File: src/rtl/pcf8591_pkg.sv
// pcf8591_pkg: shared FSM encoding and arithmetic constants for the PCF8591 voltage display.
package pcf8591_pkg;
    localparam logic [1:0] ST_ACCUM  = 2'd0;
    localparam logic [1:0] ST_MUL    = 2'd1;
    localparam logic [1:0] ST_DIV    = 2'd2;
    localparam logic [1:0] ST_UPDATE = 2'd3;
    localparam logic [7:0] DIVISOR = 8'd255;
    localparam logic [19:0] ROUND = 20'd127;
    localparam logic [5:0] POINT_MASK = 6'b001000;
endpackage

File: src/rtl/pcf8591_div20.sv
// pcf8591_div20: 20-bit by 8-bit restoring divider, one quotient bit per cycle.
module pcf8591_div20 (
    input  logic        clk_i,
    input  logic        rst_ni,
    input  logic        start_i,
    input  logic [19:0] dividend_i,
    input  logic [7:0]  divisor_i,
    output logic        done_o,
    output logic [19:0] quotient_o
);
    logic [19:0] quo_q, quo_d;
    logic [7:0] rem_q, rem_d;
    logic [4:0] cnt_q;
    logic busy_q;
    logic [8:0] shifted, trial;
    // trial[8] set means the trial subtraction borrowed, so the remainder is restored
    always_comb begin
        shifted = {rem_q, quo_q[19]};
        trial = shifted - {1'b0, divisor_i};
        rem_d = trial[8] ? shifted[7:0] : trial[7:0];
        quo_d = {quo_q[18:0], ~trial[8]};
    end
    always_ff @(posedge clk_i or negedge rst_ni) begin
        if (!rst_ni) begin
            quo_q <= '0;
            rem_q <= '0;
            cnt_q <= '0;
            busy_q <= 1'b0;
        end else if (start_i) begin
            quo_q <= dividend_i;
            rem_q <= '0;
            cnt_q <= '0;
            busy_q <= 1'b1;
        end else if (busy_q) begin
            quo_q <= quo_d;
            rem_q <= rem_d;
            cnt_q <= cnt_q + 5'd1;
            busy_q <= cnt_q != 5'd19;
        end
    end
    assign done_o = busy_q && cnt_q == 5'd19;
    assign quotient_o = quo_q;
endmodule

File: src/rtl/pcf8591_volt_disp.sv
// pcf8591_volt_disp: averages PCF8591 samples and converts them to millivolts for a 6-digit display.
module pcf8591_volt_disp
    import pcf8591_pkg::*;
#(
    parameter int AVG_LOG2 = 3,
    parameter int VREF_MV = 3300
) (
    input  logic        clk_pcf8591,
    input  logic        rst_n,
    input  logic [7:0]  ad_data,
    input  logic        ad_valid,
    output logic [19:0] data,
    output logic [5:0]  point,
    output logic        en,
    output logic        sign,
    output logic        upd
);
    logic [1:0] state_q, state_d;
    logic [11:0] acc_q, acc_d, sum;
    logic [4:0] cnt_q, cnt_d;
    logic [7:0] avg_q, avg_d;
    logic [19:0] prod_q, prod_d, mul_term;
    logic [2:0] mcnt_q, mcnt_d;
    logic [19:0] data_q, data_d, quotient;
    logic upd_q, upd_d, en_q, en_d;
    logic div_start, div_done, last;
    assign sum = acc_q + {4'b0, ad_data};
    assign last = cnt_q == 5'((1 << AVG_LOG2) - 1);
    assign mul_term = avg_q[mcnt_q] ? (20'(VREF_MV) << mcnt_q) : '0;
    always_comb begin
        state_d = state_q;
        acc_d = acc_q;
        cnt_d = cnt_q;
        avg_d = avg_q;
        prod_d = prod_q;
        mcnt_d = mcnt_q;
        data_d = data_q;
        upd_d = 1'b0;
        en_d = en_q;
        div_start = 1'b0;
        case (state_q)
            ST_ACCUM: if (ad_valid) begin
                acc_d = last ? '0 : sum;
                cnt_d = last ? '0 : cnt_q + 5'd1;
                if (last) begin
                    avg_d = 8'(sum >> AVG_LOG2);
                    prod_d = '0;
                    mcnt_d = '0;
                    state_d = ST_MUL;
                end
            end
            ST_MUL: begin
                prod_d = prod_q + mul_term;
                mcnt_d = mcnt_q + 3'd1;
                div_start = mcnt_q == 3'd7;
                state_d = div_start ? ST_DIV : ST_MUL;
            end
            ST_DIV: state_d = div_done ? ST_UPDATE : ST_DIV;
            default: begin
                data_d = quotient;
                upd_d = 1'b1;
                en_d = 1'b1;
                state_d = ST_ACCUM;
            end
        endcase
    end
    // the divider loads on the last multiply edge so its 20 steps fit exactly in DIV
    pcf8591_div20 u_div (
        .clk_i(clk_pcf8591),
        .rst_ni(rst_n),
        .start_i(div_start),
        .dividend_i(prod_d + ROUND),
        .divisor_i(DIVISOR),
        .done_o(div_done),
        .quotient_o(quotient)
    );
    always_ff @(posedge clk_pcf8591 or negedge rst_n) begin
        if (!rst_n) begin
            state_q <= ST_ACCUM;
            acc_q <= '0;
            cnt_q <= '0;
            avg_q <= '0;
            prod_q <= '0;
            mcnt_q <= '0;
            data_q <= '0;
            upd_q <= 1'b0;
            en_q <= 1'b0;
        end else begin
            state_q <= state_d;
            acc_q <= acc_d;
            cnt_q <= cnt_d;
            avg_q <= avg_d;
            prod_q <= prod_d;
            mcnt_q <= mcnt_d;
            data_q <= data_d;
            upd_q <= upd_d;
            en_q <= en_d;
        end
    end
    assign data = data_q;
    assign upd = upd_q;
    assign en = en_q;
    assign point = POINT_MASK;
    assign sign = 1'b0;
endmodule

File: config.mk
export PLATFORM = sky130hd
export DESIGN_NAME = pcf8591_volt_disp
export DESIGN_NICKNAME = d
export VERILOG_FILES = /design/src/rtl/pcf8591_pkg.sv /design/src/rtl/pcf8591_div20.sv /design/src/rtl/pcf8591_volt_disp.sv
export SDC_FILE = /design/constraint.sdc
export NUM_CORES = 1
export LEC_CHECK = 0
export CAP_MARGIN = 30
export CORE_UTILIZATION = 40
export CTS_CLUSTER_DIAMETER = 50
export DETAILED_ROUTE_END_ITERATION = 7
export GPL_ROUTABILITY_DRIVEN = 0
export PLACE_DENSITY = 0.55
export SKIP_CTS_REPAIR_TIMING = 1
export SYNTH_ARGS = -nofsm -noshare
export SYNTH_HDL_FRONTEND = slang
export SYNTH_SLANG_ARGS = --single-unit
File: constraint.sdc
create_clock -name clk_pcf8591 -period 11.8 [get_ports clk_pcf8591]
set_input_delay 2.36 -clock clk_pcf8591 [delete_from_list [all_inputs] [get_ports clk_pcf8591]]
set_output_delay 2.36 -clock clk_pcf8591 [all_outputs]
set_load 0.02 [all_outputs]
==> metrics, run 1 <==
status finished, final reports clean; Crit. End Element flip-flop; grt ovf 0; Yosys top cell area share 39.62%; Fmax 184.4 MHz; Rel. slew slack 30.59%; async set-reset flop share out of synthesis 100.0%; Hold Crit Class reg -> reg; Crit Reg-Reg Startpoint mcnt_q[0]; GRT Util Overall 18.77%; Reg2Reg Depth 15; drt via density 5.355; Primary FF master, synth dfrtp_1; routed via count 4937; setup slack, reg-to-reg 6.63 ns; die outline area 17100 um^2; Fin. Hold Viols 0; worst clock skew 0.01067 ns; total CTS buffers 9; max_cap viols 0; peak fanout along the critical path 16; Port Buffers 32; power per cell area 278.8 nW/um^2; latest clock arrival within the worst-skew pair 0.36 ns; critical setup path kind in -> reg; Worst Path Arrival 5.65 ns; Hold Path Stages 1; Design Area, Final 7311 um^2; Crit path required time 12.02 ns; CP peak stage delay 0.56 ns; Total Routed Length 14.78 mm; largest family of logic cells by synthesized area compound AO/OA/AOI/OAI gates; Iter 0 DRT Violations 294; clk buf depth 2; Synth area leaders dfrtp_1 (40%), ha_1 (6.8%), nand2_1 (5.1%); Starting Density 41.30%; clk sinks 105; Worst-path clk slew 0.07 ns; Hold Crit Endpoint en; Simple-Gate Fraction of Synth Area 17.02%; slew of the pin with the lowest slew margin 1.033 ns; final setup fails 0; sequential-to-total area share from yosys stat 39.62%; area grow syn2layout 10.25%; number of I/O pins 40; PnR worst setup slack 6.376 ns; Max VDD drop 0.09452 mV; HP Start en; Die W 130.8 um; antenna violations before repair 0; row count 46; Mapped Cells 685; drt wl/cell 16.03 um; CP Launch Type primary input; most frequent cell after synthesis dfrtp_1; drt drc 0; Leakage 3.117 nW; CORE AREA 16060 um^2; pre-CTS setup slack 5.995 ns; yosys warns 0; CTS HTree Levels 3; ant diodes 0; Final ANT Viol Nets 0; post-synthesis compound-gate area fraction 17.40%; first-pass GRT wire length 24.83 mm; drt pass-1 iters 4; Vert. Die Dim 130.8 um; Post-Route Setup TNS 0 ns; share of cells above drive strength 1 10.20%; crit path cell chain clkdlybuf4s50_1 -> or3b_1 -> nor2_1 -> buf_4 -> nor2b_1 -> inv_1 -> ha_1 -> o311a_1 -> nor4b_1 -> nor3_1 -> nand4_1 -> nor4_1 -> xor2_1 -> a21oi_1; RSZ-0062 raised after global routing false; mean post-synth cell area 9.681 um^2; Final period util 45.96%; CP top delay family simple AND/OR/NAND/NOR gates; largest net degree at the start of global routing 69; Final nets 750; Bufs and invs on worst path 3; Mapped Area 6631 um^2; post-layout util 45.53%; Slowest-stage cell, CP or3b_1; synth cell count leaders dfrtp_1 (105), nand2_1 (90), nor2_1 (47), o21ai_0 (44), ha_1 (36); Detailed Place HPWL 10.64 mm; mux share of post-synthesis cell area 7.698%; reg2reg end u_div.quotient_o[19]; FF+latch count, synth 105; xor/xnor cell area share of the yosys netlist 5.415%; Slew Limit Fails 0; Min Clock Period, post-route 5.424 ns; vias in the first global route 4874; dominant cell type by area after synthesis dfrtp_1; EDFF count, synth 0; clock root buffer clkbuf_16; Netlist cell types 85; adder-cell share of the synthesized area 7.396%; Area after DPL 7013 um^2; CTS tree done
[power by group]
group          leakage [nW]  total, mW  switching [mW]  internal (mW)
registers              1.29      0.618           0.130          0.488
logic                  1.69       1.11           0.651          0.462
clock network         0.143      0.307           0.142          0.166
[layout by cell type, fill, tap and decap left out, types with 22 or more instances in the layout]
| cell type | synthesis | layout |
|---|---|---|
| dfrtp_1 | 105 | 104 |
| nand2_1 | 90 | 90 |
| nor2_1 | 47 | 47 |
| o21ai_0 | 44 | 44 |
| ha_1 | 36 | 36 |
| clkdlybuf4s50_1 | 0 | 31 |
| mux2i_1 | 24 | 24 |
| xnor2_1 | 24 | 24 |
| a21oi_1 | 24 | 24 |
| mux2_2 | 24 | 24 |
| inv_1 | 22 | 22 |
[registers in the layout, summed over array words and instances, names as in the netlist]
| signal | count |
|---|---|
| u_div.busy_q | 1 |
| u_div.quotient_o | 20 |
| prod_q | 20 |
| state_q | 2 |
| u_div.rem_q | 8 |
| u_div.cnt_q | 5 |
| en | 1 |
| upd | 1 |
| avg_q | 8 |
| cnt_q | 5 |
| data | 20 |
| acc_q | 11 |
| mcnt_q | 3 |
[cell families (layout without fill, tap and decap cells)]
group           Yosys count  after routing
compound gates          162            162
xor+xnor                 41             41
fa+ha+maj                38             38
buf+inv                  60             76
flops                   105            105
mux                      48             48
other cells               2              7
simple gates            229            229
[how the worst max path moves through the flow]
stage	endpoint	depth (start not counted)	slack (ns)	from
final	u_div.quotient_o[18]	14	6.38	ad_valid
after detailed placement	u_div.quotient_o[18]	14	6.00	ad_valid
after floorplan	u_div.quotient_o[18]	14	7.20	ad_valid
after global placement	u_div.quotient_o[18]	14	6.15	ad_valid
after CTS	u_div.quotient_o[18]	14	6.36	ad_valid
after global routing	u_div.quotient_o[18]	14	6.05	ad_valid
[per-layer routing]
metal  part of all wire, %  vias up  GRT usage, %
li1                      -     2463             -
met1                    50     2384         26.37
met2                    46       77         29.63
met3                   3.6       13         3.502
met4                   1.1        0         4.936
met5                     0        -             0
[worst register-to-register path, delay by kind of cell, from the launching register on]
kind | cells | cell delay [ns]
simple gates | 5 | 1.87
compound gates | 7 | 1.71
flops | 1 | 0.67
fa+ha+maj | 1 | 0.42
buf+inv | 1 | 0.24
mux | 1 | 0.18
[layout make-up]
| cell class | count | area (um^2) |
|---|---|---|
| Clock inverter | 6 | 68.82 |
| Timing Repair Buffer | 38 | 362.8 |
| Clock buffer | 10 | 229.0 |
| Tap cell | 216 | 270.3 |
| Inverter | 22 | 82.58 |
| Multi-Input combinational cell | 525 | 3669 |
| Fill cell | 1516 | 8747 |
| Sequential cell | 105 | 2629 |
[stage by stage]
| stage | hold slack [ns] | std cells | power, mW |
|---|---|---|---|
| floorplan | 0.4450 | 690 | 1.482 |
| global placement | 0.4490 | 906 | 1.712 |
| detailed placement | 0.4599 | 906 | 1.733 |
| CTS | 0.4811 | 922 | 2.051 |
| global route | 0.5012 | 922 | 2.219 |
| finish | 0.4747 | 922 | 2.038 |
Note: power is estimated with default switching activity, not from simulation.
==> inputs of run 2 (changes only) <==
Clock period 11.8 ns to 5 ns, I/O delays scaled along.
==> run 2 against run 1 <==
  * Via count grew 1.1%
  * Clock power rose by 130%
  * Count of clock-buffer cells in the layout up 1
  * Global-route usage down 0.25 points
  * Worst setup slack lost 5.9 ns
  * Routed wire length decreased by 0.77%
  * Cell count grew 0.43%
  * Combinational power increased by 140%
  * Critical path type is now reg -> reg
  * Critical endpoint unchanged
  * Largest power group unchanged
==> metrics, run 2 (synthesis gave the netlist of run 1 again) <==
drt via density 5.388 (+0.62%); largest net degree at the start of global routing 50 (-28%); Die W 130.8 um (unchanged); drt drc 0 (unchanged); Crit Reg-Reg Startpoint mcnt_q[0]; Hold Crit Class reg -> reg; Leakage 3.136 nW (+0.60%); Fill cells 1511 (-0.33%); Rel. slew slack 37.14% (+6.6 points); area grow syn2layout 10.62%; most common cell after layout, fill and taps aside dfrtp_1; ant diodes 0 (unchanged); Setup crit end u_div.quotient_o[18]; grt ovf 0 (unchanged); Min Clock Period, post-route 4.557 ns; CORE AREA 16060 um^2 (unchanged); placed cells 910 (+0.44%); Final nets 754 (+0.53%); reg2reg end u_div.quotient_o[18]; post-layout util 45.68% (+0.16 points); Final period util 91.15%; row count 46 (unchanged); power per cell area 656.7 nW/um^2 (+140%); Worst-path clk slew 0.07 ns (about the same); worst setup path start mcnt_q[0]; RSZ-0062 raised after global routing false; drt wl/cell 15.83 um (-1.2%); register area 2629 um^2 (unchanged); number of I/O pins 40 (unchanged); share of cells above drive strength 1 10.85% (+0.65 points); Final ANT Viol Nets 0 (unchanged); drt pass-1 iters 5 (+1); Iter 0 DRT Violations 258 (-12%); setup slack, reg-to-reg 0.44 ns (-6.19 ns); die outline area 17100 um^2 (unchanged); Total Routed Length 14.66 mm (-0.77%); Crit. End Element flip-flop; vias in the first global route 4885 (+0.23%); Non-Filler Instances 926 (+0.43%); Detailed Place HPWL 10.82 mm (+1.6%); Design Area, Final 7336 um^2 (+0.34%); Starting Density 41.30% (unchanged); CTS tree done; CTS HTree Levels 3 (unchanged); worst clock skew 0.005948 ns (-0.004717 ns); Port Buffers 32 (unchanged); routed via count 4989 (+1.1%); max_cap viols 0 (unchanged); latest clock arrival within the worst-skew pair 0.35 ns (about the same); GRT Util Overall 18.52% (-0.25 points); worst hold slack 0.4642 ns (-0.01050 ns); peak fanout along the critical path 13 (-3); Crit path required time 5.21 ns (-6.81 ns); slew of the pin with the lowest slew margin 0.9429 ns (-0.09030 ns); Reg2Reg Depth 15 (unchanged); Tot Pwr 4.817 mW (+140%); first-pass GRT wire length 24.47 mm (-1.4%); clk buf depth 2 (unchanged); Worst Path Arrival 4.77 ns (-0.88 ns); Fin. Hold Viols 0 (unchanged); pre-CTS setup slack 0.4135 ns (-5.582 ns); Slew Limit Fails 0 (unchanged); PnR worst setup slack 0.4427 ns (-5.934 ns); Area after DPL 7043 um^2 (+0.43%); total CTS buffers 9 (unchanged); Max VDD drop 0.2394 mV (+150%); multi-input logic area 3675 um^2 (+0.17%); Fmax 219.4 MHz; antenna violations before repair 0 (unchanged); final setup fails 0 (unchanged); most frequent cells in the layout dfrtp_1 (104), nand2_1 (90), nor2_1 (47), o21ai_0 (44), ha_1 (36); critical setup path kind reg -> reg; clk sinks 105 (unchanged); Post-Route Setup TNS 0 ns (unchanged); CP Launch Type flip-flop; Vert. Die Dim 130.8 um (unchanged); status finished, final reports clean; clock root buffer clkbuf_16
==> run 2: layout make-up <==
type,count,share of cell area (%)
repair buffers,42,5.356
clock buffers,11,3.172
well taps,216,3.684
multi-input cells,525,50.09
inverters,22,1.126
clock inverters,5,0.7334
flip-flops and latches,105,35.83
==> run 2: worst min-delay path by stage <==
stage / slack [ns] / start / endpoint / depth (start not counted)
floorplan: 0.45 / avg_q[0] / avg_q[0] / 2
global placement: 0.45 / en / en / 1
detailed placement: 0.45 / en / en / 1
CTS: 0.47 / en / en / 1
global route: 0.49 / en / en / 1
finish: 0.46 / en / en / 1
==> run 2: per-layer routing <==
| layer | wire (um) | vias up | GRT usage (%) | share of wire [%] |
|---|---|---|---|---|
| met5 | 0 | - | 0 | 0 |
| met4 | 357 | 0 | 7.302 | 2.4 |
| met3 | 573 | 25 | 2.932 | 3.9 |
| met2 | 6531 | 110 | 28.91 | 45 |
| met1 | 7199 | 2383 | 25.70 | 49 |
| li1 | - | 2471 | - | - |
==> run 2: power by group <==
group / switching, mW / internal [mW]
combinational: 1.55 / 1.11
sequential: 0.305 / 1.15
clock: 0.314 / 0.388
==> run 2: worst max-delay path: stages (launching register included) <==
cell and delay, ns:
dfrtp_1 0.64, mux2i_1 0.31, nand2_1 0.08, and3_1 0.24, and2_1 0.17, ha_1 0.21, fa_1 0.45, a211oi_4 0.29
o21bai_2 0.18, a2111oi_4 0.38, nor3_2 0.14, nor3_1 0.45, nand4_1 0.33, nor4_2 0.25, xor2_1 0.21, a21oi_1 0.09
==> inputs of run 3 (changes only) <==
Settings changed: CORE_MARGIN set to 8, GPL_ROUTABILITY_DRIVEN 0 to 1.
==> run 3 against run 2 <==
  * Worst setup slack worse by 0.011 ns
  * Cell count is 0.43% higher
  * Cell area is 0.67% higher
  * First-iteration DRC count increased by 14%
  * Critical path type unchanged
  * Combinational power is essentially flat
  * Clock power increased by 9.5%
==> metrics, run 3 (synthesis gave the netlist of run 1 again) <==
met1 Use GR 20.98% (-4.7 points); CTS tree done; GRT Util Overall 15.15% (-3.4 points); Crit. End Element flip-flop; drt drc 0 (unchanged); Leakage 3.152 nW (+0.52%); largest net degree at the start of global routing 60 (+20%); drt via density 5.382 (-0.11%); most frequent cells in the layout dfrtp_1 (104), nand2_1 (90), nor2_1 (47), o21ai_0 (44), ha_1 (36); clock root buffer clkbuf_16; GR peak layer met2; drt pass-1 iters 5 (unchanged); reg2reg end u_div.quotient_o[19]; CTS HTree Levels 3 (unchanged); routed via count 5005 (+0.32%); final setup fails 0 (unchanged); first-pass GRT wire length 25.14 mm (+2.7%); latest clock arrival within the worst-skew pair 0.36 ns (about the same); Crit path required time 5.28 ns (+0.07 ns); Die W 144.8 um (+11%); GP Congestion 0.9199; Iter 0 DRT Violations 295 (+14%); total CTS buffers 9 (unchanged); Fin. Hold Viols 0 (unchanged); clk buf depth 2 (unchanged); critical setup path kind reg -> reg; Total Routed Length 15.15 mm (+3.3%); grt ovf 0 (unchanged); Starting Density 40.42% (-0.88 points); most common cell after layout, fill and taps aside dfrtp_1; ant diodes 0 (unchanged); setup slack, reg-to-reg 0.43 ns (about the same); Final period util 91.36% (+0.22 points); die outline area 20950 um^2 (+23%); status finished, final reports clean; Vert. Die Dim 144.8 um (+11%); Port Buffers 32 (unchanged); Fmax 218.9 MHz (-0.24%); CP Launch Type flip-flop; max_cap viols 0 (unchanged); clk sinks 105 (unchanged); met3 global-route usage 2.723% (-0.21 points); HP Start en; Hold Crit Class reg -> reg; Post-Route Setup TNS 0 ns (unchanged); area grow syn2layout 11.36%; Crit Reg-Reg Startpoint mcnt_q[0]; Reg2Reg Depth 15 (unchanged); Hold Crit Endpoint en; share of cells above drive strength 1 10.85% (unchanged); vias in the first global route 4875 (-0.20%); Final ANT Viol Nets 0 (unchanged); Rel. slew slack 36.28% (-0.86 points); power per cell area 661.2 nW/um^2 (+0.69%); Worst-path clk slew 0.08 ns (about the same); peak fanout along the critical path 13 (unchanged); Worst Path Arrival 4.85 ns (+0.08 ns); met2 usage 23.87% (-5.0 points); Min Clock Period, post-route 4.568 ns (+0.01083 ns); CORE AREA 16410 um^2 (+2.2%); Hold Path Stages 1 (unchanged); post-layout util 45.01% (-0.67 points); slew of the pin with the lowest slew margin 0.9558 ns (+0.01290 ns); Detailed Place HPWL 11.25 mm (+4.0%); row count 47 (+2.2%); number of I/O pins 40 (unchanged); antenna violations before repair 0 (unchanged); RSZ-0062 raised after global routing false; Slew Limit Fails 0 (unchanged); Max VDD drop 0.2060 mV (-14%); worst clock skew 0.007621 ns (+0.001673 ns); drt wl/cell 16.29 um (+2.9%); Final nets 754 (unchanged)
==> run 3: cell count changes in the layout (fill, tap and decap cells not counted) <==
cell / delta
buf_16: +1
buf_4: -1
clkbuf_1: -2
clkinv_2: -3
clkinv_8: +1
clkinvlp_4: +1
inv_1: +1
inv_2: -1
inv_6: +2
inv_8: +1
nor4_1: +1
nor4_2: -1
==> run 3: per-layer routing <==
layer,wire (um),up-vias,share of wire (%)
met5,0,-,0
met4,180,0,1.2
met3,668,15,4.4
met2,6889,94,45
met1,7412,2418,49
li1,-,2478,-
==> run 3: worst max path at each step <==
stage,cells past startpoint,from,slack (ns),endpoint
6_report,15,mcnt_q[0],0.43,u_div.quotient_o[19]
3_3_place_gp,15,mcnt_q[0],0.45,u_div.quotient_o[18]
3_5_place_dp,15,mcnt_q[0],0.42,u_div.quotient_o[19]
2_1_floorplan,17,mcnt_q[1],0.72,u_div.quotient_o[19]
4_1_cts,15,mcnt_q[0],0.39,u_div.quotient_o[19]
5_1_grt,17,mcnt_q[1],0.05,u_div.quotient_o[19]
==> run 3: power by group <==
part	switching [mW]	internal (mW)	total (mW)
Combinational	1.55	1.11	2.66
Sequential	0.306	1.15	1.46
Clock	0.366	0.403	0.769
Total	2.22	2.66	4.88
==> run 3: critical path: stages (launching register included) <==
cell and delay, ns:
dfrtp_1 0.68, mux2i_1 0.33, nand2_1 0.07, and3_1 0.22, and2_1 0.16, ha_1 0.20, fa_1 0.44, a211oi_4 0.31
o21bai_2 0.16, a2111oi_4 0.37, nor3_2 0.15, nor3_4 0.26, nand3_2 0.15, nor4_2 0.35, or4b_1 0.46, a31oi_1 0.17
==> run 3: final cells by class <==
| type | count | area [um^2] |
|---|---|---|
| fillers | 1575 | 9022 |
| multi-input cells | 525 | 3669 |
| flip-flops and latches | 105 | 2629 |
| repair buffers | 42 | 412.9 |
| well taps | 220 | 275.3 |
| clock buffers | 9 | 225.2 |
| clock inverters | 7 | 91.34 |
| inverters | 22 | 82.58 |
==> run 3: through the flow <==
step | hold slack (ns) | power [mW] | instances | setup WS, ns | cell area, um^2
6_report | 0.4745 | 4.883 | 930 | 0.4319 | 7385
5_1_grt | 0.5061 | 5.307 | 930 | 0.04967 | 7385
4_1_cts | 0.4758 | 4.922 | 930 | 0.3936 | 7385
3_5_place_dp | 0.4543 | 4.120 | 914 | 0.4180 | 7068
3_3_place_gp | 0.4490 | 4.084 | 913 | 0.4523 | 7041
2_1_floorplan | 0.4450 | 3.496 | 690 | 0.7224 | 6650
